File: src/rtl/ncl_phase_sequencer_if.sv
// Handshake and dual-rail bus bundle for ncl_phase_sequencer.
// The sequencer connects through the slave modport; the environment (source, datapath, sink) uses master.
interface ncl_phase_sequencer_if #(
  parameter int WIDTH = 24,
  parameter int CNT_W = 16
);
  logic [WIDTH-1:0]   din;
  logic               din_valid;
  logic               din_ready;
  logic [2*WIDTH-1:0] rail_out;
  logic [2*WIDTH-1:0] rail_in;
  logic [WIDTH-1:0]   dout;
  logic               dout_valid;
  logic               dout_ready;
  logic               busy;
  logic               err_timeout;
  logic [CNT_W-1:0]   last_latency;

  modport master (
    output din, din_valid, rail_in, dout_ready,
    input  din_ready, rail_out, dout, dout_valid, busy, err_timeout, last_latency
  );

  modport slave (
    input  din, din_valid, rail_in, dout_ready,
    output din_ready, rail_out, dout, dout_valid, busy, err_timeout, last_latency
  );
endinterface

File: src/rtl/ncl_phase_sequencer.sv
// Clocked NULL/DATA wavefront sequencer for a dual-rail NCL datapath.
//   state      | meaning
//   IDLE       | rails at low NULL, waiting for an operand (or loop restart)
//   HNULL_WAIT | driving all-ones, waiting for returned high NULL
//   LNULL_WAIT | driving all-zeros, waiting for returned low NULL
//   DATA_WAIT  | driving encoded operand, waiting for complete DATA
//   OUT_HOLD   | result presented on dout until consumed
module ncl_phase_sequencer #(
  parameter int WIDTH         = 24,
  parameter int NULL_MODE     = 0,
  parameter int LOOP          = 0,
  parameter int SYNC_STAGES   = 2,
  parameter int STABLE_CYCLES = 2,
  parameter int TIMEOUT       = 1024,
  parameter int CNT_W         = 16
) (
  input logic                   clk,
  input logic                   rst_n,
  ncl_phase_sequencer_if.slave  bus
);
  localparam int RW = 2 * WIDTH;
  localparam int SW = $clog2(STABLE_CYCLES + 1);
  localparam int TW = $clog2(TIMEOUT + 1);

  typedef enum logic [2:0] {IDLE, HNULL_WAIT, LNULL_WAIT, DATA_WAIT, OUT_HOLD} state_t;
  typedef enum logic [1:0] {CLS_MIXED, CLS_DATA, CLS_HNULL, CLS_LNULL} cls_t;

  localparam state_t          FIRST_WAIT = (NULL_MODE == 1) ? LNULL_WAIT : HNULL_WAIT;
  localparam logic [RW-1:0]   FIRST_RAIL = (NULL_MODE == 1) ? '0 : '1;

  logic [RW-1:0]    sync_q [SYNC_STAGES];
  logic [RW-1:0]    rail_s;
  cls_t             cls_now, cls_q;
  logic [SW-1:0]    stable_cnt;
  logic             all_diff, stable, det_cur, in_wait, timed_out;
  logic [RW-1:0]    enc_op;
  logic [WIDTH-1:0] dec;

  state_t           state;
  logic [RW-1:0]    rail_q;
  logic             din_ready_q, dout_valid_q, busy_q, err_q, loop_valid;
  logic [WIDTH-1:0] op_q, dout_q;
  logic [CNT_W-1:0] lat_cnt, last_lat_q;
  logic [TW-1:0]    wait_cnt;

  always_ff @(posedge clk or negedge rst_n) begin
    if (!rst_n) begin
      for (int k = 0; k < SYNC_STAGES; k++) sync_q[k] <= '0;
    end else begin
      sync_q[0] <= bus.rail_in;
      for (int k = 1; k < SYNC_STAGES; k++) sync_q[k] <= sync_q[k-1];
    end
  end

  assign rail_s = sync_q[SYNC_STAGES-1];

  always_comb begin
    all_diff = 1'b1;
    cls_now  = CLS_MIXED;
    for (int i = 0; i < WIDTH; i++)
      if (rail_s[2*i+1] == rail_s[2*i]) all_diff = 1'b0;
    if (&rail_s)            cls_now = CLS_HNULL;
    else if (rail_s == '0)  cls_now = CLS_LNULL;
    else if (all_diff)      cls_now = CLS_DATA;
  end

  // Debounce: any change of class restarts the count at one.
  always_ff @(posedge clk or negedge rst_n) begin
    if (!rst_n) begin
      cls_q      <= CLS_MIXED;
      stable_cnt <= '0;
    end else if (cls_now != cls_q) begin
      cls_q      <= cls_now;
      stable_cnt <= SW'(1);
    end else if (stable_cnt != SW'(STABLE_CYCLES)) begin
      stable_cnt <= stable_cnt + 1'b1;
    end
  end

  assign stable = (stable_cnt == SW'(STABLE_CYCLES));

  // Only the class the current state is waiting for counts; stale wavefronts are ignored.
  always_comb begin
    det_cur = 1'b0;
    in_wait = 1'b1;
    case (state)
      HNULL_WAIT: det_cur = stable && (cls_q == CLS_HNULL);
      LNULL_WAIT: det_cur = stable && (cls_q == CLS_LNULL);
      DATA_WAIT:  det_cur = stable && (cls_q == CLS_DATA);
      default:    in_wait = 1'b0;
    endcase
    timed_out = in_wait && !det_cur && (wait_cnt == TW'(TIMEOUT - 1));
  end

  always_comb begin
    enc_op = '0;
    dec    = '0;
    for (int i = 0; i < WIDTH; i++) begin
      enc_op[2*i+1] = op_q[i];
      enc_op[2*i]   = ~op_q[i];
      dec[i]        = rail_s[2*i+1];
    end
  end

  always_ff @(posedge clk or negedge rst_n) begin
    if (!rst_n) begin
      state        <= IDLE;
      rail_q       <= '0;
      din_ready_q  <= 1'b0;
      dout_q       <= '0;
      dout_valid_q <= 1'b0;
      busy_q       <= 1'b0;
      err_q        <= 1'b0;
      last_lat_q   <= '0;
      op_q         <= '0;
      loop_valid   <= 1'b0;
      wait_cnt     <= '0;
      lat_cnt      <= '0;
    end else if (timed_out) begin
      state       <= IDLE;
      rail_q      <= '0;
      busy_q      <= 1'b0;
      err_q       <= 1'b1;
      op_q        <= '0;
      loop_valid  <= 1'b0;
      din_ready_q <= 1'b1;
    end else begin
      case (state)
        IDLE: begin
          if (LOOP != 0 && loop_valid) begin
            state    <= FIRST_WAIT;
            rail_q   <= FIRST_RAIL;
            busy_q   <= 1'b1;
            wait_cnt <= '0;
          end else if (bus.din_valid && din_ready_q) begin
            op_q        <= bus.din;
            loop_valid  <= (LOOP != 0);
            din_ready_q <= 1'b0;
            state       <= FIRST_WAIT;
            rail_q      <= FIRST_RAIL;
            busy_q      <= 1'b1;
            wait_cnt    <= '0;
          end else begin
            din_ready_q <= 1'b1;
          end
        end
        HNULL_WAIT: begin
          if (det_cur) begin
            wait_cnt <= '0;
            if (NULL_MODE == 0) begin
              state  <= LNULL_WAIT;
              rail_q <= '0;
            end else begin
              state   <= DATA_WAIT;
              rail_q  <= enc_op;
              lat_cnt <= '0;
            end
          end else begin
            wait_cnt <= wait_cnt + 1'b1;
          end
        end
        LNULL_WAIT: begin
          if (det_cur) begin
            state    <= DATA_WAIT;
            rail_q   <= enc_op;
            lat_cnt  <= '0;
            wait_cnt <= '0;
          end else begin
            wait_cnt <= wait_cnt + 1'b1;
          end
        end
        DATA_WAIT: begin
          if (det_cur) begin
            state        <= OUT_HOLD;
            dout_q       <= dec;
            dout_valid_q <= 1'b1;
            last_lat_q   <= lat_cnt;
          end else begin
            wait_cnt <= wait_cnt + 1'b1;
            if (lat_cnt != '1) lat_cnt <= lat_cnt + 1'b1;
          end
        end
        OUT_HOLD: begin
          if (dout_valid_q && bus.dout_ready) begin
            dout_valid_q <= 1'b0;
            state        <= IDLE;
            rail_q       <= '0;
            busy_q       <= 1'b0;
            din_ready_q  <= (LOOP == 0);
            if (LOOP != 0) op_q <= dout_q;
          end
        end
        default: state <= IDLE;
      endcase
    end
  end

  assign bus.rail_out     = rail_q;
  assign bus.din_ready    = din_ready_q;
  assign bus.dout         = dout_q;
  assign bus.dout_valid   = dout_valid_q;
  assign bus.busy         = busy_q;
  assign bus.err_timeout  = err_q;
  assign bus.last_latency = last_lat_q;
endmodule

File: src/flat_wrapper.sv
// flat-port wrapper written by rule: the top's interface ports become plain ports
module ncl_phase_sequencer_flat 
#(
  parameter int WIDTH         = 24,
  parameter int NULL_MODE     = 0,
  parameter int LOOP          = 0,
  parameter int SYNC_STAGES   = 2,
  parameter int STABLE_CYCLES = 2,
  parameter int TIMEOUT       = 1024,
  parameter int CNT_W         = 16
)
  (clk, rst_n, bus_din, bus_din_valid, bus_rail_in, bus_dout_ready, bus_din_ready, bus_rail_out, bus_dout, bus_dout_valid, bus_busy, bus_err_timeout, bus_last_latency);
  ncl_phase_sequencer_if #(.WIDTH(WIDTH), .CNT_W(CNT_W)) bus_i ();
  input logic clk;
  input logic rst_n;
  input wire logic [$bits(bus_i.din)-1:0] bus_din;
  input wire logic [$bits(bus_i.din_valid)-1:0] bus_din_valid;
  input wire logic [$bits(bus_i.rail_in)-1:0] bus_rail_in;
  input wire logic [$bits(bus_i.dout_ready)-1:0] bus_dout_ready;
  output wire logic [$bits(bus_i.din_ready)-1:0] bus_din_ready;
  output wire logic [$bits(bus_i.rail_out)-1:0] bus_rail_out;
  output wire logic [$bits(bus_i.dout)-1:0] bus_dout;
  output wire logic [$bits(bus_i.dout_valid)-1:0] bus_dout_valid;
  output wire logic [$bits(bus_i.busy)-1:0] bus_busy;
  output wire logic [$bits(bus_i.err_timeout)-1:0] bus_err_timeout;
  output wire logic [$bits(bus_i.last_latency)-1:0] bus_last_latency;
  assign bus_i.din = bus_din;
  assign bus_i.din_valid = bus_din_valid;
  assign bus_i.rail_in = bus_rail_in;
  assign bus_i.dout_ready = bus_dout_ready;
  assign bus_din_ready = bus_i.din_ready;
  assign bus_rail_out = bus_i.rail_out;
  assign bus_dout = bus_i.dout;
  assign bus_dout_valid = bus_i.dout_valid;
  assign bus_busy = bus_i.busy;
  assign bus_err_timeout = bus_i.err_timeout;
  assign bus_last_latency = bus_i.last_latency;
  ncl_phase_sequencer #(.WIDTH(WIDTH), .NULL_MODE(NULL_MODE), .LOOP(LOOP), .SYNC_STAGES(SYNC_STAGES), .STABLE_CYCLES(STABLE_CYCLES), .TIMEOUT(TIMEOUT), .CNT_W(CNT_W)) u_core (.clk(clk), .rst_n(rst_n), .bus(bus_i));
endmodule
File: config.mk
export PLATFORM = sky130hd
export DESIGN_NAME = ncl_phase_sequencer_flat
export DESIGN_NICKNAME = d
export VERILOG_FILES = /design/src/rtl/ncl_phase_sequencer_if.sv /design/src/rtl/ncl_phase_sequencer.sv /design/src/flat_wrapper.sv
export SDC_FILE = /design/constraint.sdc
export NUM_CORES = 1
export LEC_CHECK = 0
export CAP_MARGIN = 20
export CORE_UTILIZATION = 25
export DETAILED_ROUTE_END_ITERATION = 7
export HOLD_SLACK_MARGIN = 0.08
export PLACE_DENSITY = 0.46
export REMOVE_ABC_BUFFERS = 1
export SYNTH_ARGS = -nofsm -noshare
export SYNTH_HDL_FRONTEND = slang
export SYNTH_SLANG_ARGS = --single-unit
File: constraint.sdc
create_clock -name clk -period 3.2 [get_ports clk]
set_input_delay 0.64 -clock clk [delete_from_list [all_inputs] [get_ports clk]]
set_output_delay 0.64 -clock clk [all_outputs]
set_load 0.03 [all_outputs]
==> Word level (Yosys, flattened, before mapping) <==
Index checks and enable logic that the tools add are counted.
{ "word_totals": {"out_inout_bits": 92, "wordCells": 185, "register_bits": 246, "input_bits": 76} }
{ "op_classes": {"addsub": 3, "bitwise_logic": 25, "n_eq_ne": 47, "n_mux": 65, "n_reduce_logical": 30} }
{ "op_table": {"columns": ["operator", "count"], "rows": [
  ["48-bit 2-to-1 mux", 5],
  ["48-bit case mux with 4 select lines", 1],
  ["24-bit 2-to-1 mux", 3],
  ["48-bit zero test", 1],
  ["16-bit 2-to-1 mux", 3],
  ["48-bit AND reduction", 1],
  ["1-bit 2-to-1 mux", 33],
  ["11-bit 2-to-1 mux", 3],
  ["11-bit case mux with 3 select lines", 1],
  ["16-bit case mux with 2 select lines", 1],
  ["1-bit inverter", 25],
  ["1-bit == test", 24],
  ["3-bit 2-to-1 mux", 6],
  ["16-bit by 1-bit adder with 16-bit output (second input constant)", 1],
  ["16-bit inequality test (second input constant)", 1],
  ["3-bit by 1-bit inequality test with 1-bit output (second input constant)", 5],
  ["3-bit case mux with 5 select lines", 1],
  ["5-bit AND reduction", 3],
  ["11-bit by 1-bit adder with 11-bit output (second input constant)", 1],
  ["11-bit by 10-bit == test with 1-bit output (second input constant)", 1],
  ["2-bit by 1-bit inequality test with 1-bit output (second input constant)", 5],
  ["2-bit nonzero test", 5],
  ["2-bit 2-to-1 mux", 4],
  ["4-bit AND reduction", 2],
  ["other kinds (19)", 34]
]} }

==> Longest topological paths before layout <==
{ "depth": {"depth_word": 30, "ltp_mapped": 10, "depth_no_buf": 7} }

==> Worst setup path after synthesis <==
No wires, ideal clock.
{ "synth_path": {"kind": "reg-to-reg", "startpoint": "reg u_core.stable_cnt[0]", "endpoint": "reg u_core.rail_q[39] (netlist: u_core.bus.rail_out[39])", "setup_ns": 0.142, "required_time_ns": 3.058, "period_less_slack_ns": 2.076, "stages_incl_launch_ff": 10, "path_slack_ns": 1.124, "t_arrival_ns": 1.934, "cell_sequence": "dfrtp_1 -> inv_1 -> ha_1 -> buf_2 -> nand2_1 -> nor4_1 -> mux2_2 -> buf_2 -> clkbuf_1 -> o32ai_1"} }
{ "synth_via": {"elab_chain_len": 8, "word_cells_on_any_way": 15} }
{ "synth_lines": {"columns": ["element", "line", "text"], "rows": [
  ["start: declaration", "ncl_phase_sequencer.sv:34", "logic [SW-1:0] stable_cnt;"],
  ["start signal: assignment", "ncl_phase_sequencer.sv:76", "stable_cnt <= stable_cnt + 1'b1;"],
  ["2-bit == test (*)", "ncl_phase_sequencer.sv:80", "assign stable = (stable_cnt == SW'(STABLE_CYCLES));"],
  ["1-bit logical AND, on equally long branches", "ncl_phase_sequencer.sv:89, ncl_phase_sequencer.sv:87, ncl_phase_sequencer.sv:88", null],
  ["1-bit case mux with 3 select lines (*)", "ncl_phase_sequencer.sv:86", "case (state)"],
  ["1-bit zero test", "ncl_phase_sequencer.sv:92", "timed_out = in_wait && !det_cur && (wait_cnt == TW'(TIMEOUT - 1));"],
  ["1-bit logical AND (2 in a row)", "ncl_phase_sequencer.sv:92", null],
  ["3-bit by 1-bit inequality test with 1-bit output (no source line) / 5-bit nonzero test (equally long branches)", null, null],
  ["5-bit AND reduction (no source line)", null, null],
  ["end signal: assignment", "ncl_phase_sequencer.sv:155", "rail_q <= enc_op;"],
  ["end signal: assignment", "ncl_phase_sequencer.sv:165", "rail_q <= enc_op;"],
  ["end: declaration", "ncl_phase_sequencer.sv:40", "logic [RW-1:0] rail_q;"]
]} }
Every way passes the cells marked *; elsewhere a longest branch is shown, timed or not.
A chain may end at the register's enable or synchronous reset.

==> Worst setup path in the final report <==
{ "layout_path": {"startpoint": "reg u_core.stable_cnt[0]", "endpoint": "reg u_core.rail_q[42] (netlist: u_core.bus.rail_out[42])"} }
Same word-level chain as after synthesis.

==> run_results.csv <==
group,metric,value,unit
grt,grt_max_degree,90,
die,die_area,42250,µm²
timing,rsz0062_at_grt,"false",
grt,grt_pass1_wl,41250,µm
logic_synthesis,async_reset_ff_share,100.0,%
clocking,clkLatencyLatePin,610,ps
clocking,clkTransAtPathRegs,60,ps
clocking,cts-root-buf,"clkbuf_16",
die,core.rowCount,74,
clocking,cts_tree,"done",
setup_path,r2r-start,"u_core.stable_cnt[0]",
setup_path,path_cells,"inv_1 > ha_1 > nand2_1 > nor4_1 > mux2_2 > o32ai_1",
logic_synthesis,synthCells,856,
grt,grt.total_usage,12.46,%
timing,fmax,364.9,MHz
logic_synthesis,yosys.area.top_type,"dfrtp_1",
finish,layout.nets,1157,
finish,regArea,6156,µm²
clocking,cts_resized,0,
logic_synthesis,yosysTopAreaCellShare,59.43,%
status,status,"finished clean",
timing,fin_ws,459.6,ps
setup_path,arrival,3120,ps
logic_synthesis,syn-cell-area,10360,µm²
setup_path,cp.required,3580,ps
place,port_buffers,167,
power_and_ir_drop,vdd_drop_max,0.4233,mV
clocking,cts_setup_buffers,0,
route,drt_iter0_drc,285,
route,drc_errors,0,
place,place_hpwl,17150,µm
clocking,cts_buffer_depth,3,
route,vias,7022,
logic_synthesis,ys_types,67,
grt,grt_overflow,0,
power_and_ir_drop,p_leak,0.006455,µW
clocking,clock-sinks,246,
timing,slew_viol_final,0,
clocking,cts_hold_buf,0,
timing,period_needed,2740,ps
grt,grt_antenna_before_repair,2,
die,die_y,205.5,µm
logic_synthesis,ys_top_cells_by_area,"dfrtp_1, ha_1, mux2_2",
setup_path,path_delay_family,"multiplexers",
logic_synthesis,synth_enable_flop_cells,0,
logic_synthesis,synth_seq_area_share,59.43,%
setup_path,path_class,"flop to flop",
logic_synthesis,synth_area_per_cell,12.10,µm²
setup_path,cp-start-kind,"flop",
die,initial_utilization,25.37,%
setup_path,critical_path.max_stage_delay,960,ps
run,maxCapViolCount,0,
route,viasPerCell,4.427,
finish,fillCellCount,4076,
min_path,hold_class,"input pin to asynchronous set/reset pin",
logic_synthesis,ys.flop_type,"dfrtp_1",
timing,worst_pin_slew,1084,ps
timing,hold_viol_final,0,
route,wire_per_inst,16.21,µm
place,place_area,12720,µm²
die,die_x,205.5,µm
timing,slew_headroom,27.74,%
setup_path,critPathBufInv,1,
logic_synthesis,synth_warnings,0,
setup_path,cp-end-kind,"flop",
logic_synthesis,ys_ff_latch,246,
finish,drive_gt1_share,12.82,%
die,core,40830,µm²
finish,finish.instance_area,13810,µm²
finish,multi_input_area,3636,µm²
grt,grt_pass1_vias,7344,
timing,finalCritPeriodShare,85.64,%
timing,fin_worst_skew,62.25,ps
route,drtPass1Iterations,4,
place,gp_congestion,0.7619,
setup_path,cp_max_fo,48,
route,wl,25700,µm
finish,area_delta_synth_final,33.29,%
timing,holdWs,64.34,ps
place,place_ws,510.5,ps
power_and_ir_drop,power_density,714.3,nW/µm²
setup_path,critical_path.startpoint,"u_core.stable_cnt[0]",
route,postRouteAntennaNets,0,
setup_path,worst_path_max_delay_cell,"mux2_2",
clocking,htreeDepth,1,
die,io-pin-count,168,
timing,final-setup-viol-count,0,
clocking,cts_buffers,30,
-- logic make-up after synthesis --
logic type	Yosys count	synth area share, %
xor gates and xnor gates	3	0.2537
and+or+nand+nor	223	11.49
muxes	70	7.357
DFF	246	59.43
adders and majority gates	51	6.161
AOI/OAI and AO/OA	118	9.592
buffers and inverters	145	5.714
-- metal layers --
| metal | GRT usage (%) | wire [µm] | vias up |
|---|---|---|---|
| met5 | 0 | 13 | - |
| met4 | 4.497 | 804 | 2 |
| met3 | 3.073 | 1332 | 52 |
| met2 | 19.47 | 11830 | 130 |
| met1 | 16.66 | 11720 | 3471 |
| li1 | - | - | 3367 |
-- Yosys cell counts, drive strengths merged (4+ instances only) --
master / count
dfrtp: 246
inv: 101
nor2: 66
ha: 51
o32ai: 48
mux2: 43
and3: 37
nand2: 37
mux2i: 27
buf: 25
nand4: 22
clkbuf: 19
nand3: 13
a31oi: 12
a211o: 10
a21oi: 10
nor3: 8
nor4b: 7
and4b: 6
or2: 6
o21ai: 5
nand2b: 4
-- cell usage in the layout, fill, tap and decap left out, types with 3 or more instances in the layout --
| cell | count |
|---|---|
| a211o_1 | 10 |
| a21oi_1 | 8 |
| a22o_1 | 3 |
| a31oi_1 | 12 |
| a41oi_1 | 3 |
| and3_1 | 37 |
| and4b_1 | 6 |
| buf_12 | 6 |
| buf_4 | 12 |
| bufinv_16 | 3 |
| clkbuf_1 | 6 |
| clkbuf_16 | 30 |
| clkbuf_8 | 9 |
| clkdlybuf4s50_1 | 166 |
| clkinv_2 | 4 |
| dfrtp_1 | 246 |
| ha_1 | 51 |
| inv_1 | 101 |
| mux2_2 | 41 |
| mux2i_1 | 27 |
| nand2_1 | 36 |
| nand2b_1 | 4 |
| nand3_1 | 12 |
| nand4_1 | 22 |
| nor2_1 | 65 |
| nor2b_1 | 3 |
| nor3_1 | 5 |
| nor4_1 | 3 |
| nor4b_1 | 7 |
| o211ai_1 | 3 |
| o21ai_0 | 4 |
| o32ai_1 | 48 |
| or2_2 | 5 |
-- worst reg2reg max path, delay by kind of cell (launching register included) --
kind	cells	cell delay [ps]
buffers and inverters	1	60
AO/OA/AOI/OAI	1	260
multiplexers	1	960
adder cells (fa/ha/maj)	1	400
AND/OR/NAND/NOR	2	450
flip-flops	1	380
-- stage by stage --
step / setup TNS, ps / power [µW] / utilization, % / cells
global route: 0 / 10370 / 33.81 / 1585
CTS: 0 / 10010 / 33.74 / 1584
global placement: 0 / 6387 / 31.16 / 1529
detailed placement: 0 / 6411 / 31.16 / 1529
floorplan: -99590 / 5281 / - / 812
finish: 0 / 9862 / 33.81 / 1586
-- state kept, by name (all words and copies together) (netlist names) --
| register | count |
|---|---|
| u_core.cls_q | 2 |
| u_core.bus.rail_out | 48 |
| u_core.lat_cnt | 16 |
| u_core.bus.dout_valid | 1 |
| u_core.state | 3 |
| u_core.stable_cnt | 2 |
| u_core.bus.dout | 24 |
| u_core.bus.last_latency | 16 |
| u_core.bus.din_ready | 1 |
| u_core.bus.err_timeout | 1 |
| u_core.op_q | 24 |
| u_core.wait_cnt | 11 |
| u_core.rail_s | 48 |
| u_core.sync_q | 48 |
| u_core.bus.busy | 1 |
-- final cells by class --
type | instances | area share [%]
sequential | 246 | 44.59
multi-input combinational | 465 | 26.34
timing repair buffer | 186 | 13.87
clock buffer | 45 | 6.498
tap | 532 | 4.821
inverter | 101 | 2.746
clock inverter | 10 | 1.124
antenna | 1 | 0.01813
-- power by group --
| part | leakage, µW | total [µW] | switching, µW | internal (µW) |
|---|---|---|---|---|
| Combinational | 0.00292 | 2300 | 1270 | 1030 |
| Sequential | 0.00302 | 4030 | 405 | 3620 |
| Clock | 0.000511 | 3530 | 1360 | 2170 |
-- final timing paths --
check	slack, ps	cells after the start	endpoint
hold / removal	60	1	u_core.rail_s[44]
min in group clk	340	0	u_core.rail_s[12]
max in group asynchronous	2320	2	u_core.bus.last_latency[1]
hold reg to reg	340	0	u_core.rail_s[12]
setup / recovery	460	6	u_core.bus.rail_out[42]
setup reg to reg	460	6	u_core.bus.rail_out[42]
(Power assumes the default switching activity.)
